--- src/rtl/full_adder.sv ---
// full_adder: combinational 1-bit full adder cell.
module full_adder (
  input  logic a,
  input  logic b,
  input  logic carry_in,
  output logic sum,
  output logic carry_out
);

  assign sum       = a ^ b ^ carry_in;
  assign carry_out = (a & b) | (a & carry_in) | (b & carry_in);

endmodule

--- src/rtl/serial_adder.sv ---
// serial_adder: bit-serial WIDTH-bit adder built around one full_adder cell.
// Computes {carry_out_o, sum_o} = a_i + b_i + carry_in_i, one bit per clock, LSB first.
// Optional macro SERIAL_ADDER_OVERFLOW_EN adds a registered two's-complement overflow_o.
module serial_adder #(
  parameter int unsigned WIDTH = 8
) (
  input  logic             clk_i,
  input  logic             rst_ni,
  input  logic             start_i,
  input  logic [WIDTH-1:0] a_i,
  input  logic [WIDTH-1:0] b_i,
  input  logic             carry_in_i,
  output logic             ready_o,
  output logic             busy_o,
  output logic             done_o,
  output logic [WIDTH-1:0] sum_o,
  output logic             carry_out_o
`ifdef SERIAL_ADDER_OVERFLOW_EN
  ,
  output logic             overflow_o
`endif
);

  localparam int unsigned CntW = $clog2(WIDTH) + 1;

  typedef enum logic [1:0] {StIdle, StRun, StDone} state_e;

  state_e            state_q, state_d;
  logic [WIDTH-1:0]  sa_q, sa_d;
  logic [WIDTH-1:0]  sb_q, sb_d;
  logic [WIDTH-1:0]  acc_q, acc_d;
  logic              c_q, c_d;
  logic [CntW-1:0]   cnt_q, cnt_d;
  logic [WIDTH-1:0]  sum_q, sum_d;
  logic              cout_q, cout_d;
  logic              fa_sum, fa_cout;
`ifdef SERIAL_ADDER_OVERFLOW_EN
  logic              ovf_q, ovf_d;
`endif

  full_adder u_full_adder (
    .a         (sa_q[0]),
    .b         (sb_q[0]),
    .carry_in  (c_q),
    .sum       (fa_sum),
    .carry_out (fa_cout)
  );

  // Next-state and datapath update for the IDLE/RUN/DONE sequence.
  always_comb begin
    state_d = state_q;
    sa_d    = sa_q;
    sb_d    = sb_q;
    acc_d   = acc_q;
    c_d     = c_q;
    cnt_d   = cnt_q;
    sum_d   = sum_q;
    cout_d  = cout_q;
`ifdef SERIAL_ADDER_OVERFLOW_EN
    ovf_d   = ovf_q;
`endif
    unique case (state_q)
      StIdle: begin
        if (start_i) begin
          state_d = StRun;
          sa_d    = a_i;
          sb_d    = b_i;
          c_d     = carry_in_i;
          cnt_d   = '0;
        end
      end
      StRun: begin
        acc_d = {fa_sum, acc_q[WIDTH-1:1]};
        sa_d  = sa_q >> 1;
        sb_d  = sb_q >> 1;
        c_d   = fa_cout;
        cnt_d = cnt_q + CntW'(1);
        if (cnt_q == CntW'(WIDTH - 1)) begin
          state_d = StDone;
          // Result includes the bit produced on this final edge.
          sum_d   = acc_d;
          cout_d  = fa_cout;
`ifdef SERIAL_ADDER_OVERFLOW_EN
          // c_q here is the carry into the MSB.
          ovf_d   = c_q ^ fa_cout;
`endif
        end
      end
      StDone: begin
        state_d = StIdle;
      end
      default: begin
        state_d = StIdle;
      end
    endcase
  end

  // State and datapath registers, cleared asynchronously.
  always_ff @(posedge clk_i or negedge rst_ni) begin
    if (!rst_ni) begin
      state_q <= StIdle;
      sa_q    <= '0;
      sb_q    <= '0;
      acc_q   <= '0;
      c_q     <= 1'b0;
      cnt_q   <= '0;
      sum_q   <= '0;
      cout_q  <= 1'b0;
`ifdef SERIAL_ADDER_OVERFLOW_EN
      ovf_q   <= 1'b0;
`endif
    end else begin
      state_q <= state_d;
      sa_q    <= sa_d;
      sb_q    <= sb_d;
      acc_q   <= acc_d;
      c_q     <= c_d;
      cnt_q   <= cnt_d;
      sum_q   <= sum_d;
      cout_q  <= cout_d;
`ifdef SERIAL_ADDER_OVERFLOW_EN
      ovf_q   <= ovf_d;
`endif
    end
  end

  assign ready_o     = (state_q == StIdle);
  assign busy_o      = (state_q == StRun);
  assign done_o      = (state_q == StDone);
  assign sum_o       = sum_q;
  assign carry_out_o = cout_q;
`ifdef SERIAL_ADDER_OVERFLOW_EN
  assign overflow_o  = ovf_q;
`endif

endmodule

--- config.mk ---
export PLATFORM = sky130hd
export DESIGN_NAME = serial_adder
export DESIGN_NICKNAME = d
export VERILOG_FILES = /design/src/rtl/full_adder.sv /design/src/rtl/serial_adder.sv
export SDC_FILE = /design/constraint.sdc
export NUM_CORES = 1
export LEC_CHECK = 0
export CAP_MARGIN = 20
export CELL_PAD_IN_SITES_DETAIL_PLACEMENT = 1
export CELL_PAD_IN_SITES_GLOBAL_PLACEMENT = 1
export CORE_ASPECT_RATIO = 1.5
export CORE_MARGIN = 5
export CORE_UTILIZATION = 42
export CTS_CLUSTER_SIZE = 25
export DETAILED_ROUTE_END_ITERATION = 16
export PLACE_DENSITY = 0.94
export SETUP_SLACK_MARGIN = 0.5
export SLEW_MARGIN = 25
export SYNTH_ARGS = -nofsm -noshare
export SYNTH_HDL_FRONTEND = slang
export SYNTH_SLANG_ARGS = --single-unit
--- constraint.sdc ---
create_clock -name clk_i -period 2.97 [get_ports clk_i]
set_clock_uncertainty 0.15 [all_clocks]
set_input_delay 0.297 -clock clk_i [delete_from_list [all_inputs] [get_ports clk_i]]
set_output_delay 0.297 -clock clk_i [all_outputs]
set_load 0.01 [all_outputs]
== Word level (Yosys, flattened, before mapping) ==
Index checks and enable logic that the tools add are counted.
Widths: inputs -> output; s select.

* Add/sub/neg operators: 1
* Eq/ne operators: 5
* Multiplexer cells: 11
* Bitwise logic cells: 7
* Reduce and logical (&&, ||, !) cells: 5

{| class="wikitable"
|+ Operator list
! cell !! count
|-
| $pmux 8 s2 || 2
|-
| $mux 8 || 2
|-
| $pmux 4 s2 || 1
|-
| $reduce_and 2->1 || 3
|-
| $add 4x1->4 const B || 1
|-
| $eq 4x3->1 const B || 1
|-
| $mux 2 || 2
|-
| $mux 4 || 1
|-
| $pmux 2 s2 || 1
|-
| $and 1x1->1 || 3
|-
| $eq 2x1->1 const B || 1
|-
| $eq 2x2->1 const B || 1
|-
| $logic_not 2->1 || 1
|-
| $ne 2x1->1 const B || 1
|-
| $ne 2x2->1 const B || 1
|-
| $or 1x1->1 || 2
|-
| $pmux 1 s2 || 1
|-
| $reduce_bool 2->1 || 1
|-
| $xor 1x1->1 || 2
|-
| $mux 1 || 1
|}

* Register bits: 40
* Output and inout port bits: 12

== Depth between registers and ports, before layout ==
Gate-level depths: netlist of the first run.

* Depth in word-level cells: 4
* Gate-level depth with buffers: 5

== By module ==
A second synthesis of the first run with hierarchy kept.

* Cells, all modules: 169
* Area, all modules: 1,762.9 um2

{| class="wikitable"
|+ By module, submodules not included
! module !! instances !! cells an instance !! area each (um2) !! sequential area each (um2)
|-
| serial_adder || 1 || 168 || 1,742.9 || 975.9
|-
| full_adder || 1 || 1 || 20.0 || 0.0
|}

== Least setup slack after synthesis of the first run ==
OpenSTA, ideal clock, no wires.

* Kind: register to register
* Start: register cnt_q[0]
* End: register cout_q (netlist: carry_out_o)
* Library setup time: 125 ps
* Arrival time: 1,292 ps
* Data required time: 2,695 ps
* Setup slack: 1,403 ps
* Stages on the path, launching flop included: 5
* Path buffers: 0
* Clock period less this slack: 1,567 ps
* Cells stage by stage: dfrtp_1 ha_1 nand2_1 nor3_4 mux2_2

* Cells in the longest elaborated chain, start to end: 2

{| class="wikitable"
|+ RTL lines
! what !! line !! RTL
|-
| from (decl) || serial_adder.sv:33 || <nowiki>logic [CntW-1:0] cnt_q, cnt_d;</nowiki>
|-
| from (signal assigned) || serial_adder.sv:118 || <nowiki>cnt_q <= cnt_d;</nowiki>
|-
| $eq 4x3->1 || serial_adder.sv:78 || <nowiki>if (cnt_q == CntW'(WIDTH - 1)) begin</nowiki>
|-
| $reduce_and 2->1 (no source line) || -- ||
|-
| to (signal assigned) || serial_adder.sv:120 || <nowiki>cout_q <= cout_d;</nowiki>
|-
| to (decl) || serial_adder.sv:35 || <nowiki>logic cout_q, cout_d;</nowiki>
|}

Every way passes these cells.
A chain may end at the register's enable or synchronous reset.

== Worst setup path in the final report of the first run ==
* Start: register state_q[0]
* End: output port ready_o

* Cells in the longest elaborated chain, start to end: 1

{| class="wikitable"
|+ RTL lines
! what !! line !! RTL
|-
| from (decl) || serial_adder.sv:28 || <nowiki>state_e state_q, state_d;</nowiki>
|-
| from (signal assigned) || serial_adder.sv:101 || <nowiki>state_q <= StIdle;</nowiki>
|-
| from (signal assigned) || serial_adder.sv:113 || <nowiki>state_q <= state_d;</nowiki>
|-
| $logic_not 2->1 || serial_adder.sv:127 || <nowiki>assign ready_o = (state_q == StIdle);</nowiki>
|-
| to (decl) || serial_adder.sv:13 || <nowiki>output logic ready_o,</nowiki>
|}

Every way passes these cells.

==> reports/metrics.csv, run 1 <==
stage;metric;value;unit
clock_tree;CTS Buffer Depth;2;
worst_setup_path;critical path arrival;1600;ps
synthesis;Synth top area share;0.599;
routing;DRC viols;0;
power_and_ir_drop;Sw Share;0.362;
worst_setup_path;maximum fanout along the worst path;23;
synthesis;Post-synth top cells;nand2_1, dfrtp_1, o21ai_0, a22oi_1, mux2_2;
global_route;first-pass GRT wire length;6480;um
sta;setup TNS;0;ps
worst_setup_path;Worst path top cell family by delay;buffers and inverters;
sta;Worst slew margin;0.416;
clock_tree;CTS tree;done;
die;Die Wd;60.9;um
power_and_ir_drop;Pint;0.00138;W
routing;Detail Route Antenna Nets;0;
sta;Tmin final;2050;ps
clock_tree;clk slew on worst S/H paths;80;ps
worst_setup_path;Crit path required time;2520;ps
clock_tree;CTS HTree Levels;2;
routing;Iteration-0 DRC Markers;13;
die;num rows;27;
die;io pins;32;
worst_setup_path;CP max stage cell;clkdlybuf4s50_1;
sta;final hold slack;-25.5;ps
synthesis;syn nets;173;
worst_setup_path;worst-case reg-to-reg path depth;5;
power_and_ir_drop;switching power;0.000779;W
sta;Slew Limit Fails;0;
clock_tree;clock sinks;39;
clock_tree;clock network latency to the later pin of the worst-skew pair;280;ps
routing;final wirelength;3880;um
final_layout;Syn-to-layout area delta;28.7;%
place;post-DP HPWL;2950;um
final_layout;fillers;425;
power_and_ir_drop;Flop pwr share;0.422;
sta;f_max;488;MHz
routing;drt wl/cell;16.9;um
die;Core Area;3720;um2
routing;total number of vias;1281;
worst_setup_path;CP Launch Type;register;
power_and_ir_drop;Clock power frac;0.183;
synthesis;commonest register cell after synthesis;dfrtp_1;
sta;number of setup violations in the final report;0;
power_and_ir_drop;P_leak;0.931;nW
synthesis;top cells by area, synth;dfrtp_1, nand2_1, a22oi_1;
synthesis;Synth cell types;22;
power_and_ir_drop;total power;0.00215;W
synthesis;Syn Inst Count;151;
worst_setup_path;Max stage delay on crit path;560;ps
die;initial core utilization;0.438;
sta;Slew @ Worst Pin;876;ps
routing;TritonRoute pass-1 iters;4;
synthesis;count leader, synth;nand2_1;
global_route;vias in the first global route;1361;
place;Port Buf Inserts;31;
synthesis;Mapped Area;1630;um2
final_layout;Layout Nets;208;
power_and_ir_drop;Worst VDD drop;0.000507;V
global_route;Total GRT Usage;0.164;
power_and_ir_drop;Gate power share;0.395;
synthesis;post-synth top area cell;dfrtp_1;
clock_tree;total CTS buffers;5;
clock_tree;Setup Fix Bufs, Post-CTS;0;
die;Die H;86.3;um
flow_run;# Max-Cap Violations;0;
worst_setup_path;element type at the critical path end;output pin;
clock_tree;hold buffer count at cts;0;
final_layout;n_diodes;0;
worst_setup_path;Buf+Inv Stages, Crit Path;2;
final_layout;layout cells sized above 1;0.134;
worst_setup_path;crit path kind;register to output pin;
global_route;largest net degree at the start of global routing;40;
synthesis;sequential area share after synthesis;0.599;
place;GP Congestion;0.773;
worst_setup_path;cell depth of the worst setup path;3;
sta;RSZ-0062 raised after global routing;false;
hold_path;worst hold-check path type;input pin to async pin;
sta;final period utilization;0.691;
clock_tree;post-cts resize count;0;
global_route;initial antenna violation count;0;
run_status;status;finished with violations;
synthesis;Yosys reg bits;39;
clock_tree;root buffer cell;clkbuf_8;
routing;drt via density;5.57;
sta;final hold vios;39;
run_status;failing checks;hold timing;
die;die area;5250;um2
synthesis;YS warnings;0;
synthesis;number of flops mapped to enable cells by yosys;0;
power_and_ir_drop;pwr dens;1030;nW/um2
worst_setup_path;crit-path cells;buf_4 -> nor2_1 -> clkdlybuf4s50_1;
synthesis;Syn Area/Cell;10.8;um2
synthesis;Post-synth ARST share;1.00;
global_route;total gr overflow;0;
-- layout make-up --
class / instances / area [um2] / share of cell area
well taps: 43 / 53.8 / 0.0257
multi-input cells: 102 / 613 / 0.292
clock buffers: 7 / 96.3 / 0.0459
repair buffers: 36 / 343 / 0.163
clock inverters: 1 / 7.51 / 0.00358
flip-flops and latches: 39 / 976 / 0.465
inverters: 2 / 7.51 / 0.00358
-- cells in the final DEF, fill, tap and decap left out, drive strengths merged --
master / Yosys / layout
fa: 1 / 1
a32o: 1 / 1
clkbuf: 6 / 7
nor2b: 2 / 2
a22oi: 15 / 15
nor3: 1 / 1
nor2: 3 / 3
clkinv: 1 / 1
o21ai: 17 / 17
a22o: 2 / 2
clkinvlp: 0 / 1
clkdlybuf4s50: 0 / 30
nand2b: 1 / 1
a21oi: 1 / 1
buf: 2 / 6
nand3: 3 / 3
nand2: 41 / 41
a2bb2oi: 1 / 1
inv: 1 / 1
or3: 1 / 1
dfrtp: 39 / 39
o21bai: 1 / 1
mux2: 10 / 10
ha: 1 / 1
-- routing by layer --
layer | vias up | wire length, um | GRT usage
met1 | 641 | 1460 | 0.190
li1 | 588 | - | -
met3 | 8 | 231 | 0.0417
met2 | 44 | 2110 | 0.286
met4 | 0 | 82 | 0.0513
met5 | - | 0 | 0
-- metrics by stage --
step,instances,setup WS (ps),util,cell area (um2)
after global routing,230,807,0.564,2100
after floorplan,151,1400,-,1630
after detailed placement,222,781,0.536,1990
after global placement,222,1050,0.536,1990
after CTS,230,905,0.564,2100
final,230,919,0.564,2100
-- kinds of logic after synthesis --
group           count (synthesis)  synth area share
simple gates                   52             0.136
flops                          39             0.599
fa+ha+maj                       2            0.0200
buf+inv                        10            0.0246
mux                            10            0.0691
compound gates                 38             0.151
-- worst reg2reg max path, stage by stage (launching register included) --
cell and delay, ps:
dfrtp_1 400, buf_4 220, nor2b_1 420, buf_4 250
a22oi_1 80, o21ai_0 250
-- sequential cells by signal (all words and copies together), names as in the netlist --
signal,flops
sum_o,8
c_q,1
sb_q,8
sa_q,8
state_q,2
carry_out_o,1
cnt_q,4
acc_q,7
-- worst paths after layout --
check / start / to / slack (ps)
worst max-delay path: state_q[0] / ready_o / 920
worst min-delay path: rst_ni / sum_o[3] / -30
worst max register to register: state_q[0] / sb_q[6] / 1090
min in group clk_i: sb_q[1] / sb_q[1] / 350
max in group asynchronous: rst_ni / sa_q[0] / 2150
worst min register to register: sb_q[1] / sb_q[1] / 350
-- power groups by stage --
stage                     sequential, W  clock, W  combinational (W)
final                          0.000909  0.000394           0.000852
after global routing           0.000934  0.000432           0.000960
after CTS                      0.000913  0.000405           0.000874
after detailed placement       0.000922         0           0.000870
after global placement         0.000891         0           0.000801
after floorplan                0.000903         0           0.000492
(Power assumes the default switching activity.)
==> run 2, diff against run 1 <==
--- a/config.mk
+++ b/config.mk
@@ -10,10 +10,10 @@
 export CELL_PAD_IN_SITES_GLOBAL_PLACEMENT = 1
 export CORE_ASPECT_RATIO = 1.5
 export CORE_MARGIN = 5
-export CORE_UTILIZATION = 42
+export CORE_UTILIZATION = 35
 export CTS_CLUSTER_SIZE = 25
 export DETAILED_ROUTE_END_ITERATION = 16
-export PLACE_DENSITY = 0.94
+export PLACE_DENSITY = 0.85
 export SETUP_SLACK_MARGIN = 0.5
 export SLEW_MARGIN = 25
 export SYNTH_ARGS = -nofsm -noshare
==> constraint.sdc (replaced) <==
create_clock -name clk_i -period 1.8 [get_ports clk_i]
set_clock_uncertainty 0.15 [all_clocks]
set_input_delay 0.18 -clock clk_i [delete_from_list [all_inputs] [get_ports clk_i]]
set_output_delay 0.18 -clock clk_i [all_outputs]
set_load 0.01 [all_outputs]
==> reports/metrics.csv, run 2 (synthesis gave the netlist of run 1 again) <==
stage;metric;value;unit;change
final_layout;commonest non-fill, non-tap cell in the layout;dfrtp_1;;
flow_run;# Max-Cap Violations;0;;unchanged
final_layout;fillers;448;;+5.4%
clock_tree;clock sinks;39;;unchanged
routing;drt wl/cell;20.0;um;+18%
final_layout;n_diodes;0;;unchanged
worst_setup_path;CP Launch Type;register;;
hold_path;worst hold-check path type;input pin to async pin;;
global_route;initial antenna violation count;0;;unchanged
worst_setup_path;critical path arrival;1850;ps;+250 ps
global_route;largest net degree at the start of global routing;23;;-43%
final_layout;FF/Latch Area;978;um2;+0.26%
global_route;Total GRT Usage;0.173;;+0.00932
global_route;vias in the first global route;1634;;+20%
worst_setup_path;crit path kind;register to register;;
final_layout;Syn-to-layout area delta;70.5;%;
routing;TritonRoute pass-1 iters;4;;unchanged
sta;Slew Limit Fails;0;;unchanged
sta;number of setup violations in the final report;7;;+7
clock_tree;root buffer cell;clkbuf_8;;
worst_setup_path;RR Endpoint;sum_o[1];;
place;pre-CTS setup slack;111;ps;-670 ps
worst_setup_path;r2r setup slk;-20;ps;-1110 ps
die;Die H;93.6;um;+8.4%
routing;total number of vias;1451;;+13%
sta;Tmin final;1820;ps;
worst_setup_path;maximum fanout along the worst path;5;;-78%
clock_tree;clock network latency to the later pin of the worst-skew pair;300;ps;+20 ps
clock_tree;total CTS buffers;5;;unchanged
place;GP Congestion;0.755;;-2.3%
sta;Worst slew margin;0.667;;+0.252
worst_setup_path;worst-case reg-to-reg path depth;6;;+1
final_layout;most frequent cells in the layout;dfrtp_1, buf_4, nand2_1;;
power_and_ir_drop;P_leak;1.32;nW;+42%
sta;f_max;550;MHz;
routing;drt via density;5.37;;-3.5%
sta;final worst slack;-18.8;ps;-938 ps
power_and_ir_drop;total power;0.00502;W;+130%
die;initial core utilization;0.362;;-0.0767
power_and_ir_drop;pwr dens;1810;nW/um2;+76%
die;num rows;30;;+11%
global_route;first-pass GRT wire length;7920;um;+22%
clock_tree;CTS tree;done;;
place;Port Buf Inserts;31;;unchanged
final_layout;area of the multi-input gates;840;um2;+37%
place;Inst Count DP;231;;+4.1%
worst_setup_path;element type at the critical path end;register;;
power_and_ir_drop;Worst VDD drop;0.000777;V;+53%
clock_tree;clk slew on worst S/H paths;80;ps;about the same
die;io pins;32;;unchanged
sta;Slew @ Worst Pin;499;ps;-377 ps
routing;final wirelength;5400;um;+39%
routing;Iteration-0 DRC Markers;32;;+19
global_route;total gr overflow;0;;unchanged
routing;Detail Route Antenna Nets;0;;unchanged
clock_tree;CTS HTree Levels;2;;unchanged
clock_tree;CTS Buffer Depth;2;;unchanged
run_status;failing checks;setup timing;;
worst_setup_path;Crit path required time;1830;ps;-690 ps
worst_setup_path;R2R Path Start;state_q[1];;
final_layout;layout cells sized above 1;0.473;;+0.339
routing;DRC viols;0;;unchanged
die;die area;6150;um2;+17%
place;post-DP HPWL;2700;um;-8.4%
sta;RSZ-0062 raised after global routing;true;;
sta;final period utilization;1.01;;
run_status;status;finished with violations;;
final_layout;Layout Nets;243;;+17%
final_layout;Post-Layout Cell Count;270;;+17%
die;Core Area;4500;um2;+21%
sta;final hold vios;0;;-100%
die;Die Wd;65.7;um;+8.0%
[run 2: metrics by stage]
stage / hold slack, ps / util / TNS (ps) / instance area [um2]
after floorplan: -266 / - / 0 / 1650
after global placement: 3.87 / 0.463 / 0 / 2080
after detailed placement: 12.0 / 0.463 / 0 / 2080
after CTS: 240 / 0.561 / 0 / 2530
after global routing: 266 / 0.617 / -374 / 2780
final: 228 / 0.617 / -75.2 / 2780
[run 2: worst max-delay path: stages (launching register included)]
cell,delay (ps)
dfrtp_1,390
nand2b_4,160
buf_8,120
nor3_4,300
buf_6,170
buf_12,120
mux2_4,290
[run 2: per-layer routing]
layer / vias to the layer above / wire [um] / share of wire / track usage
li1: 659 / - / - / -
met1: 729 / 1830 / 0.34 / 0.160
met2: 41 / 3110 / 0.57 / 0.342
met3: 22 / 180 / 0.033 / 0.0349
met4: 0 / 281 / 0.052 / 0.0813
met5: - / 0 / 0 / 0
[run 2: worst max-delay path by stage]
stage	start	end	slack (ps)
floorplan	cnt_q[0]	carry_out_o	230
global placement	state_q[0]	ready_o	170
detailed placement	start_i	sb_q[5]	110
CTS	cnt_q[1]	sum_o[1]	80
global route	state_q[1]	sum_o[1]	-60
finish	state_q[1]	sum_o[1]	-20
[run 2: cell type report]
| cell class | count | share of cell area |
|---|---|---|
| timing repair buffer | 71 | 0.272 |
| clock inverter | 2 | 0.0216 |
| clock buffer | 6 | 0.0261 |
| sequential | 39 | 0.352 |
| inverter | 2 | 0.00450 |
| tap | 48 | 0.0216 |
| multi-input combinational | 102 | 0.302 |
[run 2: timing repair]
item,CTS,global route
setup endpoints to repair,43,43
resized for setup,67,63
gates cloned,4,0
hold endpoints to repair,17,0
buffers inserted,16,10
hold buffers,1,0
pin swaps,3,16
[run 2: power breakdown]
group | switching (W) | internal [W] | leakage [nW]
sequential | 0.000327 | 0.00125 | 0.504
clock | 0.000328 | 0.000554 | 0.0654
combinational | 0.00114 | 0.00142 | 0.751
